===== config.mk =====
export PLATFORM = sky130hd
export DESIGN_NAME = hazard_stall_ctrl_flat
export DESIGN_NICKNAME = d
export VERILOG_FILES = /design/src/rtl/hazard_pkg.sv /design/src/rtl/hazard_stall_ctrl_if.sv /design/src/rtl/hazard_detect.sv /design/src/rtl/hazard_stall_ctrl.sv /design/src/flat_wrapper.sv
export SDC_FILE = /design/constraint.sdc
export NUM_CORES = 1
export LEC_CHECK = 0
export CAP_MARGIN = 15
export CORE_MARGIN = 4
export CORE_UTILIZATION = 37
export DETAILED_ROUTE_END_ITERATION = 7
export PLACE_DENSITY = 0.77
export RECOVER_POWER = 100
export SLEW_MARGIN = 15
export SYNTH_ARGS = -nofsm -noshare
export SYNTH_HDL_FRONTEND = slang
export SYNTH_HIERARCHICAL = 1
export SYNTH_SLANG_ARGS = --single-unit

===== constraint.sdc =====
create_clock -name clk -period 2.1 [get_ports clk]
set_input_delay 0.315 -clock clk [delete_from_list [all_inputs] [get_ports clk]]
set_output_delay 0.315 -clock clk [all_outputs]
set_load 0.005 [all_outputs]

===== src/rtl/hazard_pkg.sv =====
// Shared types for the ID-stage hazard controller.
// State enum, control-bundle struct and the canned bundles.
package hazard_pkg;

  localparam int DEFAULT_REG_ADDR_W = 5;
  localparam int REG_ZERO = 0;

  typedef enum logic [1:0] {
    RUN,
    LOAD_STALL,
    MEM_WAIT,
    FLUSH
  } state_t;

  typedef struct packed {
    logic pc_write;
    logic if_id_write;
    logic ctrl_sel;
    logic if_id_flush;
    logic ex_mem_flush;
  } ctrl_t;

  // Normal flow.
  localparam ctrl_t C_PASS =
    '{1'b1, 1'b1, 1'b1, 1'b0, 1'b0};
  // Hold PC and IF/ID, keep control flowing.
  localparam ctrl_t C_FREEZE =
    '{1'b0, 1'b0, 1'b1, 1'b0, 1'b0};
  // Hold front end, inject a bubble into EX.
  localparam ctrl_t C_BUBBLE =
    '{1'b0, 1'b0, 1'b0, 1'b0, 1'b0};
  // Redirect: clear IF/ID and EX/MEM control.
  localparam ctrl_t C_BRANCH =
    '{1'b1, 1'b1, 1'b0, 1'b1, 1'b1};
  // Second redirect cycle: bubble the wrong-path ID op.
  localparam ctrl_t C_KILL =
    '{1'b1, 1'b1, 1'b0, 1'b0, 1'b0};

endpackage


===== src/rtl/hazard_stall_ctrl_if.sv =====
// Hazard inputs and stall/flush outputs of the ID stage.
// master: pipeline side; slave: hazard_stall_ctrl.
interface hazard_stall_ctrl_if #(
  parameter int REG_ADDR_W = 5
);

  logic                  id_ex_memRead;
  logic [REG_ADDR_W-1:0] id_ex_rt;
  logic [REG_ADDR_W-1:0] if_id_rs;
  logic [REG_ADDR_W-1:0] if_id_rt;
  logic                  branch_taken;
  logic                  mem_busy;
  logic                  pc_write;
  logic                  if_id_write;
  logic                  ctrl_sel;
  logic                  if_id_flush;
  logic                  ex_mem_flush;
  logic                  busy;

  modport master (
    output id_ex_memRead, id_ex_rt,
    output if_id_rs, if_id_rt,
    output branch_taken, mem_busy,
    input  pc_write, if_id_write, ctrl_sel,
    input  if_id_flush, ex_mem_flush, busy
  );

  modport slave (
    input  id_ex_memRead, id_ex_rt,
    input  if_id_rs, if_id_rt,
    input  branch_taken, mem_busy,
    output pc_write, if_id_write, ctrl_sel,
    output if_id_flush, ex_mem_flush, busy
  );

endinterface


===== src/rtl/hazard_detect.sv =====
// Combinational load-use compare between EX load and ID sources.
// Ports: mem_read, ex_rt, id_rs, id_rt in; load_use out.
module hazard_detect
  import hazard_pkg::*;
#(
  parameter int REG_ADDR_W = DEFAULT_REG_ADDR_W
) (
  input  logic                  mem_read,
  input  logic [REG_ADDR_W-1:0] ex_rt,
  input  logic [REG_ADDR_W-1:0] id_rs,
  input  logic [REG_ADDR_W-1:0] id_rt,
  output logic                  load_use
);

  logic not_zero;

  // r0 is hardwired, a load into it never creates a dependency.
  assign not_zero = (ex_rt != REG_ADDR_W'(REG_ZERO));

  assign load_use = mem_read && not_zero &&
                    ((ex_rt == id_rs) || (ex_rt == id_rt));

endmodule


===== src/rtl/hazard_stall_ctrl.sv =====
// Stall/flush sequencer for the 5-stage core (Mealy outputs).
// Ports: clk, rst_n, hz (slave). Option HAZARD_PERF_CNT_EN adds stall_cycles/flush_events.
module hazard_stall_ctrl
  import hazard_pkg::*;
#(
  parameter int REG_ADDR_W        = DEFAULT_REG_ADDR_W,
  parameter int LOAD_STALL_CYCLES = 1,
  parameter int CNT_W             = 32
) (
  input  logic                clk,
  input  logic                rst_n,
  hazard_stall_ctrl_if.slave  hz
`ifdef HAZARD_PERF_CNT_EN
  ,
  output logic [CNT_W-1:0]    stall_cycles,
  output logic [CNT_W-1:0]    flush_events
`endif
);

  localparam logic [2:0] STALL_INIT =
    3'(LOAD_STALL_CYCLES - 1);

  state_t     state;
  state_t     nxt;
  logic [2:0] cnt;
  logic [2:0] cnt_n;
  ctrl_t      ctrl;
  logic       load_use;

  hazard_detect #(
    .REG_ADDR_W (REG_ADDR_W)
  ) u_detect (
    .mem_read (hz.id_ex_memRead),
    .ex_rt    (hz.id_ex_rt),
    .id_rs    (hz.if_id_rs),
    .id_rt    (hz.if_id_rt),
    .load_use (load_use)
  );

  // Order of items is the hazard priority; MEM_WAIT
  // falls through to the RUN rules once memory is ready.
  always_comb begin
    nxt   = state;
    cnt_n = cnt;
    ctrl  = C_PASS;
    priority case (1'b1)
      hz.mem_busy: begin
        ctrl = C_FREEZE;
        nxt  = MEM_WAIT;
      end
      (state == FLUSH): begin
        ctrl = C_KILL;
        nxt  = RUN;
      end
      hz.branch_taken: begin
        ctrl = C_BRANCH;
        nxt  = FLUSH;
      end
      (state == LOAD_STALL): begin
        ctrl  = C_BUBBLE;
        cnt_n = cnt - 3'd1;
        nxt   = (cnt == 3'd1) ? RUN : LOAD_STALL;
      end
      load_use: begin
        ctrl  = C_BUBBLE;
        cnt_n = STALL_INIT;
        nxt   = (STALL_INIT != 3'd0) ? LOAD_STALL : RUN;
      end
      default: begin
        nxt = RUN;
      end
    endcase
  end

  always_ff @(posedge clk or negedge rst_n) begin
    if (!rst_n) begin
      state <= RUN;
      cnt   <= 3'd0;
    end else begin
      state <= nxt;
      cnt   <= cnt_n;
    end
  end

  // Mealy outputs are forced low while reset is held.
  assign hz.pc_write     = rst_n & ctrl.pc_write;
  assign hz.if_id_write  = rst_n & ctrl.if_id_write;
  assign hz.ctrl_sel     = rst_n & ctrl.ctrl_sel;
  assign hz.if_id_flush  = rst_n & ctrl.if_id_flush;
  assign hz.ex_mem_flush = rst_n & ctrl.ex_mem_flush;
  assign hz.busy         = (state != RUN);

`ifdef HAZARD_PERF_CNT_EN
  logic enter_flush;

  assign enter_flush = (nxt == FLUSH) && (state != FLUSH);

  always_ff @(posedge clk or negedge rst_n) begin
    if (!rst_n) begin
      stall_cycles <= '0;
      flush_events <= '0;
    end else begin
      if (!ctrl.pc_write && (stall_cycles != '1))
        stall_cycles <= stall_cycles + CNT_W'(1);
      if (enter_flush && (flush_events != '1))
        flush_events <= flush_events + CNT_W'(1);
    end
  end
`else
  // Counters not built; stall/flush sequencing is unchanged.
`endif

endmodule


===== src/flat_wrapper.sv =====
// flat-port wrapper written by rule: the top's interface ports become plain ports
module hazard_stall_ctrl_flat import hazard_pkg::*;
#(
  parameter int REG_ADDR_W        = DEFAULT_REG_ADDR_W,
  parameter int LOAD_STALL_CYCLES = 1,
  parameter int CNT_W             = 32
)
  (clk, rst_n, hz_id_ex_memRead, hz_id_ex_rt, hz_if_id_rs, hz_if_id_rt, hz_branch_taken, hz_mem_busy, hz_pc_write, hz_if_id_write, hz_ctrl_sel, hz_if_id_flush, hz_ex_mem_flush, hz_busy);
  hazard_stall_ctrl_if #(.REG_ADDR_W(REG_ADDR_W)) hz_i ();
  input  logic clk;
  input  logic rst_n;
  input wire logic [$bits(hz_i.id_ex_memRead)-1:0] hz_id_ex_memRead;
  input wire logic [$bits(hz_i.id_ex_rt)-1:0] hz_id_ex_rt;
  input wire logic [$bits(hz_i.if_id_rs)-1:0] hz_if_id_rs;
  input wire logic [$bits(hz_i.if_id_rt)-1:0] hz_if_id_rt;
  input wire logic [$bits(hz_i.branch_taken)-1:0] hz_branch_taken;
  input wire logic [$bits(hz_i.mem_busy)-1:0] hz_mem_busy;
  output wire logic [$bits(hz_i.pc_write)-1:0] hz_pc_write;
  output wire logic [$bits(hz_i.if_id_write)-1:0] hz_if_id_write;
  output wire logic [$bits(hz_i.ctrl_sel)-1:0] hz_ctrl_sel;
  output wire logic [$bits(hz_i.if_id_flush)-1:0] hz_if_id_flush;
  output wire logic [$bits(hz_i.ex_mem_flush)-1:0] hz_ex_mem_flush;
  output wire logic [$bits(hz_i.busy)-1:0] hz_busy;
  assign hz_i.id_ex_memRead = hz_id_ex_memRead;
  assign hz_i.id_ex_rt = hz_id_ex_rt;
  assign hz_i.if_id_rs = hz_if_id_rs;
  assign hz_i.if_id_rt = hz_if_id_rt;
  assign hz_i.branch_taken = hz_branch_taken;
  assign hz_i.mem_busy = hz_mem_busy;
  assign hz_pc_write = hz_i.pc_write;
  assign hz_if_id_write = hz_i.if_id_write;
  assign hz_ctrl_sel = hz_i.ctrl_sel;
  assign hz_if_id_flush = hz_i.if_id_flush;
  assign hz_ex_mem_flush = hz_i.ex_mem_flush;
  assign hz_busy = hz_i.busy;
  hazard_stall_ctrl #(.REG_ADDR_W(REG_ADDR_W), .LOAD_STALL_CYCLES(LOAD_STALL_CYCLES), .CNT_W(CNT_W)) u_core (.clk(clk), .rst_n(rst_n), .hz(hz_i));
endmodule

==> reports/qor.txt <==
Cells after Synth - 56
synthesized flop and latch total - 5
clock skew - 0.002608 ns
Crit Path Class - input port to output port
via count - 504
Crit Path Max Fanout - 3
worst setup margin - 0.09762 ns
worst skew pair latency - 0.23 ns
GPL Wtd Cong - 0.7533
CP Capture Type - output port
antenna-violating nets left - 0
fillers - 109
Die ar. - 1939 µm²
Critical Path Start Type - input port
Netlist cell types - 24
pin count of the biggest net entering global routing - 11
Hold Fails Final Rpt - 0
final critical-path required period - 2.002 ns
# diodes - 0
worst path required time - 1.78 ns
RSZ-0062 raised after global routing - no
pre-CTS WS - -0.6093 ns
drt initial violations - 6
Max H-tree Level - 1
Cell Area, Synth - 480.5 µm²
ys flop type - dfrtp_1
drt drc - 0
status - complete, no violations
final WL - 1.336 mm
average wire per standard cell - 12.85 µm
CTS tree - done
initial antenna violation count - 0
crit path DAT - 1.69 ns
wire length of the first global-routing pass - 1.959 mm
First-pass DRT Iterations - 4
num rows - 12
Worst-Margin Slew - 0.2853 ns
Yosys Warn Count - 6
vias in the first global route - 450
Port Buffers - 25
VDD IR-drop max - 0.5431 mV
share of cells above drive strength 1 - 0.2556
Boundary Pins - 26
Worst-path clk slew - 0.04 ns
Pleak - 0.3724 nW
Pwr Density - 565.2 nW/µm²
total core area - 1171 µm²
CTS buffer count - 3
post-CTS setup buffers - 0
Max transition margin - 0.8098
GRT Overall Usage - 0.1347
clock sink count - 5
syn nets - 78
final setup fails - 0
EDFF count, synth - 0
vias per cell - 4.846
Max-Cap Viols - 0
Hold Path Class - flop to flop
Final period util - 0.9535
CTS Buffer Depth - 2
highest clock rate - 499.4 MHz
gr ovfl total - 0
setup TNS - 0 ns
hold buffers post-CTS - 0
Avg Inst Size Synth - 8.580 µm²
Final Max Tran Viols - 0
nets - 113
Initial Util - 0.4103
Synth async-reset ratio - 1.000
HPWL Detailed - 1.060 mm
die height - 44.04 µm
sequential area share after synthesis - 0.2604
final total power - 0.4618 mW
root buffer cell - clkbuf_4
die width - 44.04 µm
Area growth syn-to-layout - 70.05%
-- worst max-delay path, cell delays in order --
cell and delay (ns):
clkdlybuf4s15_1 0.22, xor2_1 0.19, nor3_2 0.23, nand3_1 0.12
a21oi_2 0.16, buf_4 0.13, nor3_2 0.03, o21a_1 0.16
buf_2 0.12
-- power breakdown --
group	total, mW	leakage [nW]	switching, mW	internal (mW)
Sequential	0.163	0.0556	0.0360	0.127
Combinational	0.197	0.302	0.0795	0.117
Clock	0.102	0.0150	0.0308	0.0713
-- per-stage QoR --
stage	utilization	cell area, µm²	hold slack (ns)	instances
4_1_cts	0.6998	819.5	0.4274	104
6_report	0.6977	817.0	0.5307	104
3_5_place_dp	0.6774	793.3	0.5219	100
2_1_floorplan	-	480.5	0.01941	56
3_3_place_gp	0.6774	793.3	0.5187	100
5_1_grt	0.6977	817.0	0.5644	104
-- worst paths after layout --
check,start,end,slack (ns),depth (start not counted)
worst max-delay path,hz_id_ex_rt[3],hz_ctrl_sel,0.1,9
worst min-delay path,u_core/cnt[1],u_core/cnt[1],0.53,1
worst max register to register,u_core/cnt[0],u_core/cnt[2],0.69,5
worst min register to register,u_core/cnt[1],u_core/cnt[1],0.53,1
max in group asynchronous,rst_n,u_core/cnt[2],1.33,2
min in group asynchronous,rst_n,u_core/state[1],0.54,2
-- cell usage in the layout, fill, tap and decap left out, drive strengths merged --
| cell | count |
|---|---|
| dlymetal6s2s | 2 |
| clkdlybuf4s50 | 8 |
| a22o | 4 |
| nor3 | 4 |
| buf | 9 |
| dlygate4sd3 | 3 |
| dfrtp | 5 |
| nor2 | 2 |
| o21ai | 2 |
| mux2 | 1 |
| a21o | 2 |
| and4b | 1 |
| nand3 | 2 |
| xor2 | 6 |
| nand2b | 3 |
| o21a | 1 |
| nor2b | 1 |
| or4 | 1 |
| or2 | 1 |
| nor3b | 2 |
| inv | 2 |
| xnor2 | 4 |
| ha | 2 |
| a21oi | 3 |
| dlygate4sd2 | 5 |
| nor4 | 1 |
| clkdlybuf4s15 | 1 |
| nand2 | 1 |
| clkbuf | 11 |
-- state kept, by name, indices dropped and copies added (netlist names) --
name          count
u_core/cnt        3
u_core/state      2
-- Yosys cell counts, drive strengths merged (2+ instances only) --
library cell  number  area (µm²)
nor3               4       20.02
xor2               6       52.55
nand2b             3       18.77
inv                2       7.510
ha                 2       25.02
o21ai              2       10.01
a21oi              3       15.01
nor3b              2       15.01
buf                5       30.02
dfrtp              5       125.1
xnor2              4       35.03
nor2               2       7.510
a22o               4       35.03
nand3              2       10.01
a21o               2       15.01
-- metal layers --
layer	global-route usage	share of wire	vias to the layer above
li1	-	-	262
met1	0.2030	0.47	230
met2	0.1977	0.47	12
met3	0.03252	0.052	0
met4	0.01807	0	0
met5	0	0	-
-- cell families after synthesis --
group | after synthesis | share of synthesized area
AOI/OAI and AO/OA | 12 | 0.1719
xor gates and xnor gates | 10 | 0.1823
adders and majority gates | 2 | 0.05208
buffers and inverters | 7 | 0.07811
DFF | 5 | 0.2604
muxes | 1 | 0.02344
and+or+nand+nor | 19 | 0.2318
-- repair_timing --
action / CTS / global route
setup endpoints to repair: 3 / 3
pin swaps: 9 / 8
resized for setup: 27 / 12
-- layout make-up --
type                            instances  area (µm²)  area share
Clock buffer                            4       26.28     0.03216
Inverter                                2       7.507    0.009188
Timing Repair Buffer                   35       292.8      0.3583
Sequential cell                         5       125.1      0.1531
Tap cell                               14       17.52     0.02144
Multi-Input combinational cell         44       347.8      0.4257
Power figures use the tool's default switching activity.
